### config.mk
export PLATFORM = sky130hd
export DESIGN_NAME = pattern_recorder
export DESIGN_NICKNAME = d
export VERILOG_FILES = /design/src/rtl/pattern_recorder_pkg.sv /design/src/rtl/pattern_recorder_key_debounce.sv /design/src/rtl/pattern_recorder.sv
export SDC_FILE = /design/constraint.sdc
export NUM_CORES = 1
export LEC_CHECK = 0
export CORE_UTILIZATION = 25
export DETAILED_ROUTE_END_ITERATION = 10
export PLACE_DENSITY_LB_ADDON = 0.15
export SYNTH_ARGS = -nofsm -noshare
export SYNTH_HDL_FRONTEND = slang
export SYNTH_SLANG_ARGS = --single-unit
### constraint.sdc
create_clock -name clk_50mhz -period 2.3 [get_ports clk_50mhz]
set_input_delay 0.345 -clock clk_50mhz [delete_from_list [all_inputs] [get_ports clk_50mhz]]
set_output_delay 0.345 -clock clk_50mhz [all_outputs]
set_load 0.03 [all_outputs]
### src/rtl/pattern_recorder_pkg.sv
// Shared widths, table size and FSM state encoding for the pattern recorder.
package pattern_recorder_pkg;

   localparam int PAT_W  = 10;
   localparam int DEPTH  = 44;
   localparam int ADDR_W = 6;

   typedef enum logic [1:0] {
      ST_IDLE   = 2'd0,
      ST_RECORD = 2'd1,
      ST_DONE   = 2'd2
   } state_e;

   // Decimal digit increment, 9 wraps to 0.
   function automatic logic [3:0] digit_inc(input logic [3:0] d);
      return (d == 4'd9) ? 4'd0 : d + 4'd1;
   endfunction

endpackage

### src/rtl/pattern_recorder_key_debounce.sv
// Active-low push-button conditioner: 2-flop synchroniser, down-counter
// debounce, one-cycle pulse on an accepted press (1->0). Release is silent.
module key_debounce #(
   parameter int DEBOUNCE_CYC = 1_000_000
) (
   input  logic clk_i,
   input  logic reset_i,
   input  logic key_n_i,
   output logic press_o
);

   localparam int CNT_W = (DEBOUNCE_CYC > 1) ? $clog2(DEBOUNCE_CYC) : 1;
   localparam logic [CNT_W-1:0] CNT_RELOAD = CNT_W'(DEBOUNCE_CYC - 1);

   logic             sync1_q, sync2_q;
   logic             acc_q, acc_d;
   logic [CNT_W-1:0] cnt_q, cnt_d;
   logic             press_q, press_d;

   // Synchronise the raw key; idle level is released (high).
   always_ff @(posedge clk_i) begin
      if (reset_i) begin
         sync1_q <= 1'b1;
         sync2_q <= 1'b1;
      end else begin
         sync1_q <= key_n_i;
         sync2_q <= sync1_q;
      end
   end

   // Accept a new level only after it has differed for DEBOUNCE_CYC cycles in a row.
   always_comb begin
      acc_d   = acc_q;
      cnt_d   = cnt_q;
      press_d = 1'b0;
      if (sync2_q == acc_q) begin
         cnt_d = CNT_RELOAD;
      end else if (cnt_q == '0) begin
         acc_d   = sync2_q;
         cnt_d   = CNT_RELOAD;
         press_d = ~sync2_q;
      end else begin
         cnt_d = cnt_q - CNT_W'(1);
      end
   end

   // Debounce state registers.
   always_ff @(posedge clk_i) begin
      if (reset_i) begin
         acc_q   <= 1'b1;
         cnt_q   <= CNT_RELOAD;
         press_q <= 1'b0;
      end else begin
         acc_q   <= acc_d;
         cnt_q   <= cnt_d;
         press_q <= press_d;
      end
   end

   assign press_o = press_q;

endmodule

### src/rtl/pattern_recorder.sv
// Write side of the LED pattern table: captures switch patterns on CAPTURE,
// closes the recording on DONE, exposes entries on a registered read port.
//
//  state      | meaning
//  -----------+-------------------------------------------------------
//  ST_IDLE    | empty; first CAPTURE writes entry 0 and starts recording
//  ST_RECORD  | appending entries; DONE or a full table closes it
//  ST_DONE    | recording closed, pat_len valid; DONE returns to IDLE
module pattern_recorder
   import pattern_recorder_pkg::*;
#(
   parameter int DEBOUNCE_CYC = 1_000_000
) (
   input  logic              clk_50mhz,
   input  logic              reset,
   input  logic [PAT_W-1:0]  sw_pattern,
   input  logic              key_capture_n,
   input  logic              key_done_n,
   input  logic [ADDR_W-1:0] rd_addr,
   output logic [PAT_W-1:0]  rd_data,
   output logic [ADDR_W-1:0] pat_len,
   output logic              rec_busy,
   output logic              rec_done,
   output logic              rec_full,
   output logic [PAT_W-1:0]  led_echo,
   output logic [3:0]        count_digit
);

   logic [PAT_W-1:0]  sw_s1_q, sw_s2_q;
   logic              cap_p, done_p;

   state_e            state_q, state_d;
   logic [ADDR_W-1:0] wr_ptr_q, wr_ptr_d;
   logic [ADDR_W-1:0] pat_len_q, pat_len_d;
   logic [3:0]        count_q, count_d;
   logic              full_q, full_d;
   logic              we;
   logic [ADDR_W-1:0] wr_addr;

   logic [PAT_W-1:0]  mem_q [DEPTH];
   logic [PAT_W-1:0]  rd_data_q;

   key_debounce #(.DEBOUNCE_CYC(DEBOUNCE_CYC)) u_cap_db (
      .clk_i   (clk_50mhz),
      .reset_i (reset),
      .key_n_i (key_capture_n),
      .press_o (cap_p)
   );

   key_debounce #(.DEBOUNCE_CYC(DEBOUNCE_CYC)) u_done_db (
      .clk_i   (clk_50mhz),
      .reset_i (reset),
      .key_n_i (key_done_n),
      .press_o (done_p)
   );

   // Synchronise the switches; the second stage is both the preview and the captured value.
   always_ff @(posedge clk_50mhz) begin
      if (reset) begin
         sw_s1_q <= '0;
         sw_s2_q <= '0;
      end else begin
         sw_s1_q <= sw_pattern;
         sw_s2_q <= sw_s1_q;
      end
   end

   // Recording FSM next state, table write enable and bookkeeping.
   always_comb begin
      state_d   = state_q;
      wr_ptr_d  = wr_ptr_q;
      pat_len_d = pat_len_q;
      count_d   = count_q;
      full_d    = full_q;
      we        = 1'b0;
      wr_addr   = wr_ptr_q;
      case (state_q)
         ST_IDLE: begin
            if (cap_p) begin
               we       = 1'b1;
               wr_addr  = '0;
               wr_ptr_d = ADDR_W'(1);
               count_d  = 4'd1;
               state_d  = ST_RECORD;
            end
         end
         ST_RECORD: begin
            if (cap_p) begin
               we       = 1'b1;
               wr_ptr_d = wr_ptr_q + ADDR_W'(1);
               count_d  = digit_inc(count_q);
               if (wr_ptr_q == ADDR_W'(DEPTH - 1)) begin
                  full_d    = 1'b1;
                  pat_len_d = ADDR_W'(DEPTH);
                  state_d   = ST_DONE;
               end else if (done_p) begin
                  // Coincident DONE closes after including this entry.
                  pat_len_d = wr_ptr_q + ADDR_W'(1);
                  state_d   = ST_DONE;
               end
            end else if (done_p) begin
               pat_len_d = wr_ptr_q;
               state_d   = ST_DONE;
            end
         end
         ST_DONE: begin
            if (done_p) begin
               wr_ptr_d  = '0;
               pat_len_d = '0;
               count_d   = '0;
               full_d    = 1'b0;
               state_d   = ST_IDLE;
            end
         end
         default: state_d = ST_IDLE;
      endcase
   end

   // FSM and bookkeeping registers.
   always_ff @(posedge clk_50mhz) begin
      if (reset) begin
         state_q   <= ST_IDLE;
         wr_ptr_q  <= '0;
         pat_len_q <= '0;
         count_q   <= '0;
         full_q    <= 1'b0;
      end else begin
         state_q   <= state_d;
         wr_ptr_q  <= wr_ptr_d;
         pat_len_q <= pat_len_d;
         count_q   <= count_d;
         full_q    <= full_d;
      end
   end

   // Table write port; contents deliberately survive reset.
   always_ff @(posedge clk_50mhz) begin
      if (we) mem_q[wr_addr] <= sw_s2_q;
   end

   // Registered read port; out-of-range addresses read as zero, same-address write returns old data.
   always_ff @(posedge clk_50mhz) begin
      if (reset)                          rd_data_q <= '0;
      else if (rd_addr < ADDR_W'(DEPTH))  rd_data_q <= mem_q[rd_addr];
      else                                rd_data_q <= '0;
   end

   assign rd_data     = rd_data_q;
   assign pat_len     = pat_len_q;
   assign rec_busy    = (state_q == ST_RECORD);
   assign rec_done    = (state_q == ST_DONE);
   assign rec_full    = full_q;
   assign led_echo    = sw_s2_q;
   assign count_digit = count_q;

endmodule

==> results.toml <==
[status]
status = "complete, no violations"

[timing]
holdWs_ns = 0.168
slew_headroom_pct = 39.8
finalCritPeriodShare_pct = 96.0
final-hold-violation-count = 0
skew_ns = 0.0229
fin_setup_tns_ns = 0
setup_violations = 0
tightest_slew_ns = 0.901
final_max_slew_viol_count = 0
max_freq_ghz = 0.453
fin_crit_ns = 2.21

[cells_and_area]
drive_above_1_share_pct = 27.7
fillers = 8257
mostFrequentLayoutCells = "edfxtp_1, buf_4, dfxtp_1, mux4_2, mux2i_1"
layout_commonest_cell = "edfxtp_1"
finish.instance_area_sq_mm = 0.0270
area_delta_synth_final_pct = 27.0
nNetsFinal = 1545

[power_and_ir_drop]
power_density_mw_per_mm2 = 790
intPower_mw = 16.8
p_clk_share_pct = 46.6
power.leakage_nw = 9.75
power_frac_comb_pct = 4.0
p_sw_share_pct = 20.9
p_switching_mw = 4.46
power_frac_seq_pct = 49.4
peakVddDrop_mv = 0.603

[global_routing]
grt_overflow = 0
track_usage_pct = 13.9
antenna_found_initial = 7
grt_max_degree = 45
grt_pass1_vias = 12400
grt_pass1_wl_microns = 87100

[clock_network]
clock-sinks = 537
cts_max_path_buffers = 3
cts_tree = "built"
clock_latency_ns = 0.62
htree_levels = 2
cts_made_buffers = 59
clk_pin_slew_ns = 0.06
postCtsHoldBufs = 0
cts_root_buffer = "clkbuf_16"

[worst_setup_path]
path_cells = "buf_4, ha_4, buf_8, clkinvlp_4, buf_4, nor4_1, o21ai_1, buf_4, nor2_1, buf_4"
crit_fanout = 10
slowest_stage = "dfxtp_2"
criticalPathCategory = "register to register"
critical_path_arrival_ns = 2.52
critPathTopFamily = "buffers and inverters"
crit_buf_inv = 6
required_ns = 2.61
slowest_delay_ns = 0.34
endpoint_kind = "register"
worst_setup_path_start_kind = "register"
worst_path_most_repeated_cell = "buf_4"

[detailed_routing]
post_drt_via_cell_ratio = 4.45
first_iter_violations = 805
drc_errors = 0
wl_per_cell_microns = 22.1
vias = 12000
ant_nets = 0
drt_pass1_iterations = 5
wl_microns = 59600

[synth]
synth_edf_count = 440
ys_warn_count = 0
synth_area_sq_mm = 0.0212
synth_top_family_by_area = "multiplexers"
synth-adder-area-share_pct = 0.648
synth-main-ff-cell = "edfxtp_1"
synth_xor_area_share_pct = 1.15
yosys_register_bits = 537
synth.distinct_cells = 64
postSynth.asyncResetShare_pct = 0
synth_compound_area_share_pct = 4.96
syn_area_per_cell_sq_um = 16.5
synth_cells = 1291
muxShareOfSynthArea_pct = 12.5
synth_fp_nets = 1322
yosysSeqAreaShare_pct = 71.3
yosys.area_share.simple_pct = 7.30

[placement]
dpl_cell_area_sq_mm = 0.0248
place_congestion = 0.788
io_buffers = 52
dp_hpwl_microns = 39200

[floorplan]
die_h_microns = 294
dieArea_sq_mm = 0.0862
initial_core_util_pct = 25.3
core-area_sq_mm = 0.0838
io_pins = 53
die_w_microns = 294
rows = 106

[job]
drv_cap = 0

[min_path]
hp-class = "input port to register"
-- area by class of cell --
type	count	area (sq um)	area share, %
Inverter	17	67.6	0.250
Timing Repair Buffer	232	2410	8.93
Clock inverter	26	355	1.32
Antenna cell	3	7.51	0.0278
Tap cell	1134	1420	5.26
Multi-Input combinational cell	667	5860	21.7
Sequential cell	537	15200	56.2
Clock buffer	84	1690	6.27
-- worst reg2reg max path, cell delays in order (launching register included) --
cell and delay (ns):
dfxtp_2 0.34, buf_4 0.12, ha_4 0.14, buf_8 0.10, clkinvlp_4 0.11, buf_4 0.15, nor4_1 0.21, o21ai_1 0.09
buf_4 0.19, nor2_1 0.19, buf_4 0.26
-- power by group through the flow --
stage | Combinational, mW | Clock [mW] | Sequential, mW
global placement | 0.874 | 0 | 10.7
floorplan | 0.372 | 0 | 10.8
detailed placement | 0.876 | 0 | 10.7
global route | 0.918 | 10.6 | 10.5
finish | 0.853 | 9.93 | 10.5
CTS | 0.877 | 10.3 | 10.5
-- per-layer routing --
| metal | wire [microns] | up-vias | global-route usage [%] |
|---|---|---|---|
| met3 | 2830 | 70 | 2.65 |
| li1 | - | 5511 | - |
| met1 | 28400 | 6193 | 19.7 |
| met5 | 13 | - | 0 |
| met2 | 27300 | 243 | 21.9 |
| met4 | 1080 | 2 | 3.54 |
-- worst paths after layout --
| path | cells past startpoint | startpoint | to | slack, ns |
|---|---|---|---|---|
| setup / recovery | 10 | state_q[0]$_SDFFE_PP0P_ | mem_q[0][8]$_DFFE_PP_ | 0.09 |
| hold / removal | 2 | reset | wr_ptr_q[3]$_SDFFE_PP0P_ | 0.17 |
| setup reg to reg | 10 | state_q[0]$_SDFFE_PP0P_ | mem_q[0][8]$_DFFE_PP_ | 0.09 |
| hold reg to reg | 1 | u_cap_db.sync1_q$_SDFF_PP1_ | u_cap_db.sync2_q$_SDFF_PP1_ | 0.41 |
-- metrics by stage --
step                total power [mW]  utilization (%)  setup WS (ns)  instances
finish                          21.3             32.2         0.0918       2700
global route                    22.0             32.2       -0.00716       2697
CTS                             21.7             32.0         0.0196       2691
detailed placement              11.6             29.6         -0.298       2581
global placement                11.6             29.6         -0.186       2581
floorplan                       11.2                -        0.00369       1291
-- logic make-up after synthesis --
logic type	Yosys count
muxes	166
DFF	537
adders and majority gates	11
and+or+nand+nor	301
xor gates and xnor gates	28
AOI/OAI and AO/OA	161
buffers and inverters	87
-- what timing repair did --
action                                  CTS  global route
gates cloned                              0             1
pin swaps                                 0             5
buffers inserted                          0             5
endpoints found under the setup margin  119           132
resized for setup                        10            10
-- cell usage after synthesis, types with 19 or more instances --
cell type / instances / area, sq um
mux2_2: 19 / 214
nor2_1: 91 / 342
dfxtp_1: 97 / 1940
mux2i_1: 70 / 701
a21oi_1: 38 / 190
mux4_2: 77 / 1730
clkbuf_1: 33 / 124
nor2b_1: 46 / 288
a211oi_1: 20 / 150
edfxtp_1: 440 / 13200
nand2_1: 48 / 180
o21ai_0: 33 / 165
nand3_1: 20 / 100
-- sequential cells by signal (all words and copies together), names as in the netlist --
signal	flops
mem_q	440
sw_s1_q	10
u_cap_db.cnt_q	20
u_done_db.sync2_q	1
u_done_db.cnt_q	20
u_done_db.sync1_q	1
u_cap_db.sync2_q	1
u_done_db.press_o	1
u_cap_db.acc_q	1
count_digit	4
pat_len	6
u_cap_db.press_o	1
rec_full	1
wr_ptr_q	6
state_q	2
led_echo	10
u_done_db.acc_q	1
rd_data	10
u_cap_db.sync1_q	1
Power figures use the tool's default switching activity.
